===== src/rtl/vrf_rport_sequencer.sv =====
// Burst read sequencer for one vrf read port: issues row reads under a credit limit and streams rows out over valid/ready.
// First beat appears RD_LATENCY+2 cycles after accept; reads stall when the FIFO plus in-flight reads reach FIFO_DEPTH.
`timescale 1ns/1ps

module vrf_rport_fifo #(
   parameter int W     = 8,
   parameter int DEPTH = 4,
   parameter int CNT_W = $clog2(DEPTH + 1)
) (
   input  logic             clk,
   input  logic             rstn,
   input  logic             push_vld,
   input  logic [W-1:0]     push_dat,
   output logic             pop_vld,
   input  logic             pop_rdy,
   output logic [W-1:0]     pop_dat,
   output logic [CNT_W-1:0] count
);
   localparam int PTR_W = (DEPTH > 1) ? $clog2(DEPTH) : 1;

   logic [W-1:0]     mem [DEPTH];
   logic [PTR_W-1:0] wr_ptr;
   logic [PTR_W-1:0] rd_ptr;
   logic             wr_en;
   logic             rd_en;

   assign pop_vld = (count != '0);
   assign pop_dat = mem[rd_ptr];
   assign wr_en   = push_vld && (count != CNT_W'(DEPTH));
   assign rd_en   = pop_vld && pop_rdy;

   always_ff @(posedge clk) begin
      if (wr_en) mem[wr_ptr] <= push_dat;
   end

   always_ff @(posedge clk or negedge rstn) begin
      if (!rstn) begin
         wr_ptr <= '0;
         rd_ptr <= '0;
         count  <= '0;
      end else begin
         if (wr_en) wr_ptr <= (wr_ptr == PTR_W'(DEPTH - 1)) ? '0 : wr_ptr + PTR_W'(1);
         if (rd_en) rd_ptr <= (rd_ptr == PTR_W'(DEPTH - 1)) ? '0 : rd_ptr + PTR_W'(1);
         case ({wr_en, rd_en})
            2'b10:   count <= count + CNT_W'(1);
            2'b01:   count <= count - CNT_W'(1);
            default: count <= count;
         endcase
      end
   end
endmodule

module vrf_rport_sequencer #(
   parameter int MEM_DEPTH  = 512,
   parameter int MEM_WIDTH  = 32,
   parameter int RD_LATENCY = 2,
   parameter int FIFO_DEPTH = 4,
   parameter int ADDR_W     = $clog2(MEM_DEPTH)
) (
   input  logic                 clk,
   input  logic                 rstn,
   input  logic                 req_valid_i,
   output logic                 req_ready_o,
   input  logic [ADDR_W-1:0]    req_base_i,
   input  logic [ADDR_W:0]      req_len_i,
   output logic [ADDR_W-1:0]    raddr_o,
   output logic                 ren_o,
   output logic                 oreg_en_o,
   input  logic [MEM_WIDTH-1:0] dout_i,
   output logic                 data_valid_o,
   input  logic                 data_ready_i,
   output logic [MEM_WIDTH-1:0] data_o,
   output logic                 data_last_o,
   output logic                 busy_o
);
   localparam int LEN_W  = ADDR_W + 1;
   localparam int FCNT_W = $clog2(FIFO_DEPTH + 1);
   localparam int CNT_W  = $clog2(FIFO_DEPTH + RD_LATENCY + 1);

   typedef enum logic [1:0] {IDLE, ISSUE, DRAIN} state_t;

   state_t                 state;
   state_t                 state_d;
   logic [ADDR_W-1:0]      addr_q;
   logic [LEN_W-1:0]       remaining_q;
   logic [RD_LATENCY-1:0]  pipe_vld;
   logic [RD_LATENCY-1:0]  pipe_last;
   logic [CNT_W-1:0]       inflight_count;
   logic [FCNT_W-1:0]      fifo_count;
   logic                   credit_ok;
   logic                   accept;
   logic                   issue;
   logic                   issue_last;
   logic                   fifo_vld;
   logic [MEM_WIDTH:0]     fifo_dat;

   assign req_ready_o = (state == IDLE);
   assign busy_o      = (state != IDLE);
   assign accept      = req_valid_i && req_ready_o;
   assign raddr_o     = addr_q;

   always_comb begin
      inflight_count = '0;
      for (int i = 0; i < RD_LATENCY; i++)
         inflight_count = inflight_count + CNT_W'(pipe_vld[i]);
   end

   // Credits cover both buffered rows and reads still travelling through the vrf.
   assign credit_ok  = (CNT_W'(fifo_count) + inflight_count) < CNT_W'(FIFO_DEPTH);
   assign issue      = (state == ISSUE) && credit_ok;
   assign issue_last = issue && (remaining_q == LEN_W'(1));
   assign ren_o      = issue;

   always_comb begin
      state_d = state;
      case (state)
         IDLE:    if (accept && (req_len_i != '0)) state_d = ISSUE;
         ISSUE:   if (issue_last) state_d = DRAIN;
         DRAIN:   if ((inflight_count == '0) && !fifo_vld) state_d = IDLE;
         default: state_d = IDLE;
      endcase
   end

   always_ff @(posedge clk or negedge rstn) begin
      if (!rstn) begin
         state       <= IDLE;
         addr_q      <= '0;
         remaining_q <= '0;
      end else begin
         state <= state_d;
         if (accept) begin
            addr_q      <= req_base_i;
            remaining_q <= req_len_i;
         end else if (issue) begin
            addr_q      <= (addr_q == ADDR_W'(MEM_DEPTH - 1)) ? '0 : addr_q + ADDR_W'(1);
            remaining_q <= remaining_q - LEN_W'(1);
         end
      end
   end

   generate
      if (RD_LATENCY == 1) begin : g_lat1
         always_ff @(posedge clk or negedge rstn) begin
            if (!rstn) begin
               pipe_vld  <= '0;
               pipe_last <= '0;
            end else begin
               pipe_vld  <= issue;
               pipe_last <= issue_last;
            end
         end
         assign oreg_en_o = 1'b0;
      end else begin : g_latn
         always_ff @(posedge clk or negedge rstn) begin
            if (!rstn) begin
               pipe_vld  <= '0;
               pipe_last <= '0;
            end else begin
               pipe_vld  <= {pipe_vld[RD_LATENCY-2:0], issue};
               pipe_last <= {pipe_last[RD_LATENCY-2:0], issue_last};
            end
         end
         assign oreg_en_o = pipe_vld[0];
      end
   endgenerate

   vrf_rport_fifo #(
      .W     (MEM_WIDTH + 1),
      .DEPTH (FIFO_DEPTH),
      .CNT_W (FCNT_W)
   ) u_fifo (
      .clk      (clk),
      .rstn     (rstn),
      .push_vld (pipe_vld[RD_LATENCY-1]),
      .push_dat ({pipe_last[RD_LATENCY-1], dout_i}),
      .pop_vld  (fifo_vld),
      .pop_rdy  (data_ready_i),
      .pop_dat  (fifo_dat),
      .count    (fifo_count)
   );

   // Storage is not reset, so the payload is masked to zero whenever nothing is offered.
   assign data_valid_o = fifo_vld;
   assign data_o       = fifo_vld ? fifo_dat[MEM_WIDTH-1:0] : '0;
   assign data_last_o  = fifo_vld && fifo_dat[MEM_WIDTH];
endmodule


===== config.mk =====
export PLATFORM = sky130hd
export DESIGN_NAME = vrf_rport_sequencer
export DESIGN_NICKNAME = d
export VERILOG_FILES = /design/src/rtl/vrf_rport_sequencer.sv
export SDC_FILE = /design/constraint.sdc
export NUM_CORES = 1
export LEC_CHECK = 0
export CAP_MARGIN = 20
export CORE_MARGIN = 3
export CORE_UTILIZATION = 50
export DETAILED_ROUTE_END_ITERATION = 16
export PLACE_DENSITY = 0.75
export SYNTH_ARGS = -nofsm -noshare
export SYNTH_HDL_FRONTEND = slang
export SYNTH_SLANG_ARGS = --single-unit

===== constraint.sdc =====
create_clock -name clk -period 6.4 [get_ports clk]
set_clock_uncertainty 0.1 [all_clocks]
set_input_delay 1.28 -clock clk [delete_from_list [all_inputs] [get_ports clk]]
set_output_delay 1.28 -clock clk [all_outputs]
set_load 0.03 [all_outputs]

# Word-level counts from Yosys, hierarchy flattened
# Memory sizes are Yosys's and may differ from the RTL's.
# Index checks and enable logic that the tools add are counted.
[word_totals]
wordCells = 62
mem_bits_rw = 132
register_bits = 32
n_memories = 1
input_bits = 55
[classes]
eq_ne = 12
muxes = 15
order_cmp = 1
n_addsub = 8
reduce_logical = 17
[mem_list]
columns = ["name", "depth", "width", "rd", "rd_clocked_by_memory_dff", "write_ports", "line_no", "text"]
rows = [
  ["u_fifo.mem", 4, 33, 1, 0, 1, "21", "logic [W-1:0] mem [DEPTH];"],
]
[op_table]
columns = ["cell", "count"]
rows = [
  ["$mux 32", 1],
  ["$mux 9", 3],
  ["$mux 10", 2],
  ["$eq 10x1->1 const B", 1],
  ["$mux 2", 5],
  ["$reduce_bool 10->1", 1],
  ["$sub 10x1->10 const B", 1],
  ["$add 9x1->9 const B", 1],
  ["$eq 9x9->1 const B", 1],
  ["$eq 2x2->1 const B", 4],
  ["$logic_and 1x1->1", 8],
  ["$pmux 2 s3", 1],
  ["$pmux 3 s2", 1],
  ["$reduce_bool 2->1", 3],
  ["$add 2x1->2 const B", 2],
  ["$eq 2x1->1 const B", 2],
  ["$ne 2x2->1 const B", 2],
  ["$add 3x1->3 const B", 1],
  ["$add 3x2->3", 1],
  ["$logic_not 3->1", 1],
  ["$lt 3x3->1 const B", 1],
  ["$ne 3x3->1 const B", 1],
  ["$reduce_and 3->1", 1],
  ["$reduce_bool 3->1", 1],
  ["other kinds (6)", 7],
]

# Logic depth before layout (Yosys ltp)
[logic_depth]
depth_word = 7
ltp_mapped = 10
depth_no_buf = 10

# By module
# From an unflattened synthesis, not the netlist that was laid out.
[unflattened]
cells_unflattened = 415
hier_area_um2 = 6954.2
[by_module_without_submodules]
columns = ["mod", "n_inst", "area_each_um2", "cells_per_inst"]
rows = [
  ["vrf_rport_fifo", 1, 5266.3, 214],
  ["vrf_rport_sequencer", 1, 1687.9, 201],
]

# Least setup slack after synthesis
# No wires, ideal clock.
[synth_timing]
path_kind = "register -> output"
start = "reg pipe_vld[0]"
end = "out ren_o"
arrival_ps = 2201
stages_incl_launch_ff = 7
path_slack_ps = 2819
path_buffers = 1
path_cell_list = "dfrtp_1 -> ha_1 -> ha_1 -> a311o_1 -> a31o_2 -> inv_1 -> clkbuf_1"
[synth_via]
elab_chain_cells = 4
[synth_lines]
columns = ["item", "line_no", "text"]
rows = [
  ["start, declared", "86", "logic [RD_LATENCY-1:0] pipe_vld;"],
  ["start signal, assigned", "159", "pipe_vld <= {pipe_vld[RD_LATENCY-2:0], issue};"],
  ["$add 1x1->2", "105", "inflight_count = inflight_count + CNT_W'(pipe_vld[i]);"],
  ["$add 3x2->3", "109", "assign credit_ok = (CNT_W'(fifo_count) + inflight_count) < CNT_W'(FIFO_DEPTH);"],
  ["$lt 3x3->1", "109", ""],
  ["$logic_and 1x1->1", "110", "assign issue = (state == ISSUE) && credit_ok;"],
  ["end, declared", "67", "output logic ren_o,"],
]
# Every way passes these cells.

# Final worst setup path
# Same ends and word-level chain as after synthesis.

==> results.md <==
Status:
- The flow ran to the end, and the final reports show no timing, DRC or antenna violations.

Layout:
- The top cell types in the final layout, fill and taps aside, are edfxtp_1 (132), clkdlybuf4s50_1 (101), and2_1 (35).
- From synthesis to final layout, the design area changed by 26.0%.
- The post-layout utilization of the core is approximately two thirds.
- The count of antenna diodes in the layout is 0.
- The number of nets at the end of the flow is 590.
- The fraction of final layout cells sized beyond drive strength 1 is between 10% and 20%.
- The library cell used most frequently in the layout, excluding fill and tap cells, is edfxtp_1.
- The filler cell count is approximately 910.

Setup path:
- Of all nets on the critical path, the largest fanout is 22.
- The data arrival time of the worst path is around 3.2 ns.
- For this run, the slowest stage of the critical path takes about 0.75 ns.
- At the worst endpoint, the required time is 5.02 ns.
- The critical path goes through ha_1 > ha_1 > a311o_1 > a31o_2 > inv_1 > clkdlybuf4s50_1.
- The dominant delay contributor by cell family on the critical path is buffers and inverters.
- The category of the worst setup path capture point is an output port.
- The start-to-end type of the worst setup path is flop to output port.
- The worst setup path is launched from a flop.
- Counting stages on the worst path, the most repeated cell is ha_1.
- The count of buffering cells on the critical path with inverters included is 2.
- On the critical path, the stage with the largest delay is an instance of clkdlybuf4s50_1.

Timing:
- Setup repair after global routing left no endpoint under its margin.
- The slew at the pin with the worst max-slew slack is between 0.8 and 0.9 ns.
- Headroom to the max-slew limit came out at between 40% and 50%.
- The worst path needs 4.60 ns of the cycle, external delays included.
- The top achievable clock speed is 217 MHz.
- The final setup violation count is 0.
- The number of hold violations in the final report was 0.
- In the final timing run, aggregate negative setup slack is 0 ns.
- The post-route clock period utilization is a little under three quarters.
- The final-report max-slew violation count came to 0.

Die:
- The overall die width is about 120 um.
- The full die area is about 15000 um2.
- The floorplan row count is 42.
- The initial cell density of the core is between 50 and 60%.
- The floorplan step set the die height to between 100 and 150 um.
- The total core area is 13300 um2.
- The count of pins on the block boundary is ~100.

Drt:
- The iteration-0 DRC count of the detailed router is 316.
- The total via count in the routed design is between 3000 and 4000.
- The via-per-instance ratio is about 5.5.
- The final wirelength is ~13 mm.
- The post-route antenna net violation count is 0.
- The detailed-router iteration count before antenna repair is 4.
- After detailed routing, the average wire length per cell comes to ~18 um.
- After detailed routing, the number of remaining DRC violations is 0.

Global route:
- The global-route usage over all layers is between 10% and 20%.
- The number of antenna violations at the first check in global routing is 0.
- The leftover overflow at the end of global routing is 0.
- The first global-routing pass estimated between 20 and 25 mm of wire.
- Entering global routing, the biggest net connects 36 pins.
- The number of global-route vias before repair is around 4200.

Min path:
- The path class of the tightest hold or removal check is flop to flop.

Clocking:
- Clock-pin slew was measured on the worst setup and hold paths at around 0.06 ns.
- The level count of the clock H-tree is 4.
- The TritonCTS sink count is between 150 and 200.
- The clock passes through at most 2 buffers.
- The clock latency on the worst-skew pair is 0.42 ns.
- The tree is rooted in a clkbuf_16.
- The clock tree from TritonCTS is done.
- The TritonCTS buffer count is 17.
- The count of buffers added by post-CTS timing repair for setup is 0.
- The number of cells upsized or downsized after cts is 0.
- For this design, the CTS-stage hold fixing added 0 buffers.

Synthesis:
- The post-synthesis async set-or-reset flop share is roughly a fifth.
- The most used flip-flop cell after synthesis is edfxtp_1.
- The number of warnings issued by yosys is 0.
- The register bit total from synthesis is between 150 and 200.
- In this run, synthesis inferred around 130 flip-flops with an integrated enable.
- The total standard cell area after synthesis is 6850 um2.
- Sequential elements use between 60% and 70% of the synthesized area.
- A synthesized cell averages between 15 and 20 um2.
- The number of nets in the synthesized netlist is ~490.
- In this run, distinct cell masters in the synthesized netlist total just over 50.
- In the synthesized netlist, the number of instances is 417.

Power:
- The largest vdd supply drop is ~0.36 mV.
- Summed over all cells, the static leakage comes to about 3 nW.
- For this design the ratio of total power to cell area is 495 nW/um2.

Placed design:
- At the end of routability-driven placement, the weighted congestion stood at approximately 0.8.
- The sum of net half-perimeters after detailed placement is roughly 8.1 mm.
- The number of buffers inserted by port buffering is roughly 100.

Job:
- The tool flagged a number of max-cap violations equal to 0.
-- Yosys cell counts (2+ instances only) --
cell      instances  area [um2]
a31oi_1           9        56.3
ha_1             13         163
clkbuf_1         15        56.3
edfxtp_1        132        3960
inv_1            15        56.3
dfrtp_1          32         801
and2_1           39         244
a21oi_1           3        15.0
nand3b_1          3        22.5
nand4_1           4        25.0
or4_1             3        22.5
nor2_1           24        90.1
nand3_1          11        55.1
buf_1             2        7.51
nor3_1            5        25.0
and3_1            3        18.8
xnor2_1           3        26.3
buf_2             3        15.0
mux4_2           33         743
o21ai_0          12        60.1
a21o_1            2        15.0
xor2_1            2        17.5
nand2_1          17        63.8
nand4b_1          3        26.3
nor4_1            3        18.8
-- state kept, by name, summed over array words and instances (netlist names) --
name / flops
remaining_q: 10
u_fifo.wr_ptr: 2
state: 2
u_fifo.count: 3
u_fifo.mem: 132
pipe_vld: 2
raddr_o: 9
u_fifo.rd_ptr: 2
pipe_last: 2
-- where the power goes --
part	switching, W	total, W	internal [W]
Sequential	0.000208	0.00158	0.00137
Combinational	0.000916	0.00173	0.000810
Clock	0.000394	0.000964	0.000570
Total	0.00152	0.00427	0.00275
-- worst paths after layout --
kind                            depth (start not counted)  slack (ns)              startpoint                           end
worst min-delay path                                    0        0.27  pipe_last[0]$_DFF_PN0_        pipe_last[1]$_DFF_PN0_
max in group asynchronous                               2        4.71                    rstn  u_fifo.rd_ptr[1]$_DFFE_PN0P_
min in group asynchronous                               2        1.17                    rstn        raddr_o[1]$_DFFE_PN0P_
worst min register to register                          0        0.27  pipe_last[0]$_DFF_PN0_        pipe_last[1]$_DFF_PN0_
worst max register to register                          6        3.70   pipe_vld[0]$_DFF_PN0_        raddr_o[2]$_DFFE_PN0P_
worst max-delay path                                    6        1.80   pipe_vld[0]$_DFF_PN0_                         ren_o
-- final cells by class --
cell class	count	area, um2	area share (%)
inverters	15	56.3	0.653
clock inverters	14	138	1.60
multi-input cells	218	1950	22.6
well taps	176	220	2.55
flip-flops and latches	164	4770	55.3
clock buffers	18	429	4.98
repair buffers	105	1060	12.3
-- logic make-up after synthesis --
logic type / after synthesis / synth area share, %
compound gates: 40 / 3.91
simple gates: 125 / 10.2
flops: 164 / 69.6
fa+ha+maj: 14 / 2.67
xor+xnor: 5 / 0.640
buf+inv: 35 / 1.97
mux: 34 / 11.0
-- routing by layer --
layer  track usage (%)  share of wire [%]  vias to the layer above
li1                  -                  -                     1817
met1              24.3                 43                     1978
met2              30.1                 50                      110
met3              4.35                5.1                       22
met4              6.92                2.0                        0
met5                 0                  0                        -
-- worst reg2reg max path, stage by stage (launching register included) --
cell     delay (ns)
dfrtp_1        0.41
ha_1           0.21
ha_1           0.29
a311o_1        0.37
a31o_2         0.40
or4b_2         0.65
a31oi_1        0.19
-- metrics by stage --
stage | instance area [um2] | hold WS [ns] | power, W | setup WS [ns] | cells
CTS | 8600 | 0.268 | 0.00429 | 1.78 | 709
detailed placement | 8030 | 0.255 | 0.00332 | 2.24 | 677
global placement | 8030 | 0.237 | 0.00328 | 2.30 | 677
floorplan | 6850 | 0.231 | 0.00268 | 2.82 | 417
finish | 8620 | 0.266 | 0.00427 | 1.80 | 710
global route | 8620 | 0.279 | 0.00450 | 1.64 | 710
Note: power is estimated with default switching activity, not from simulation.
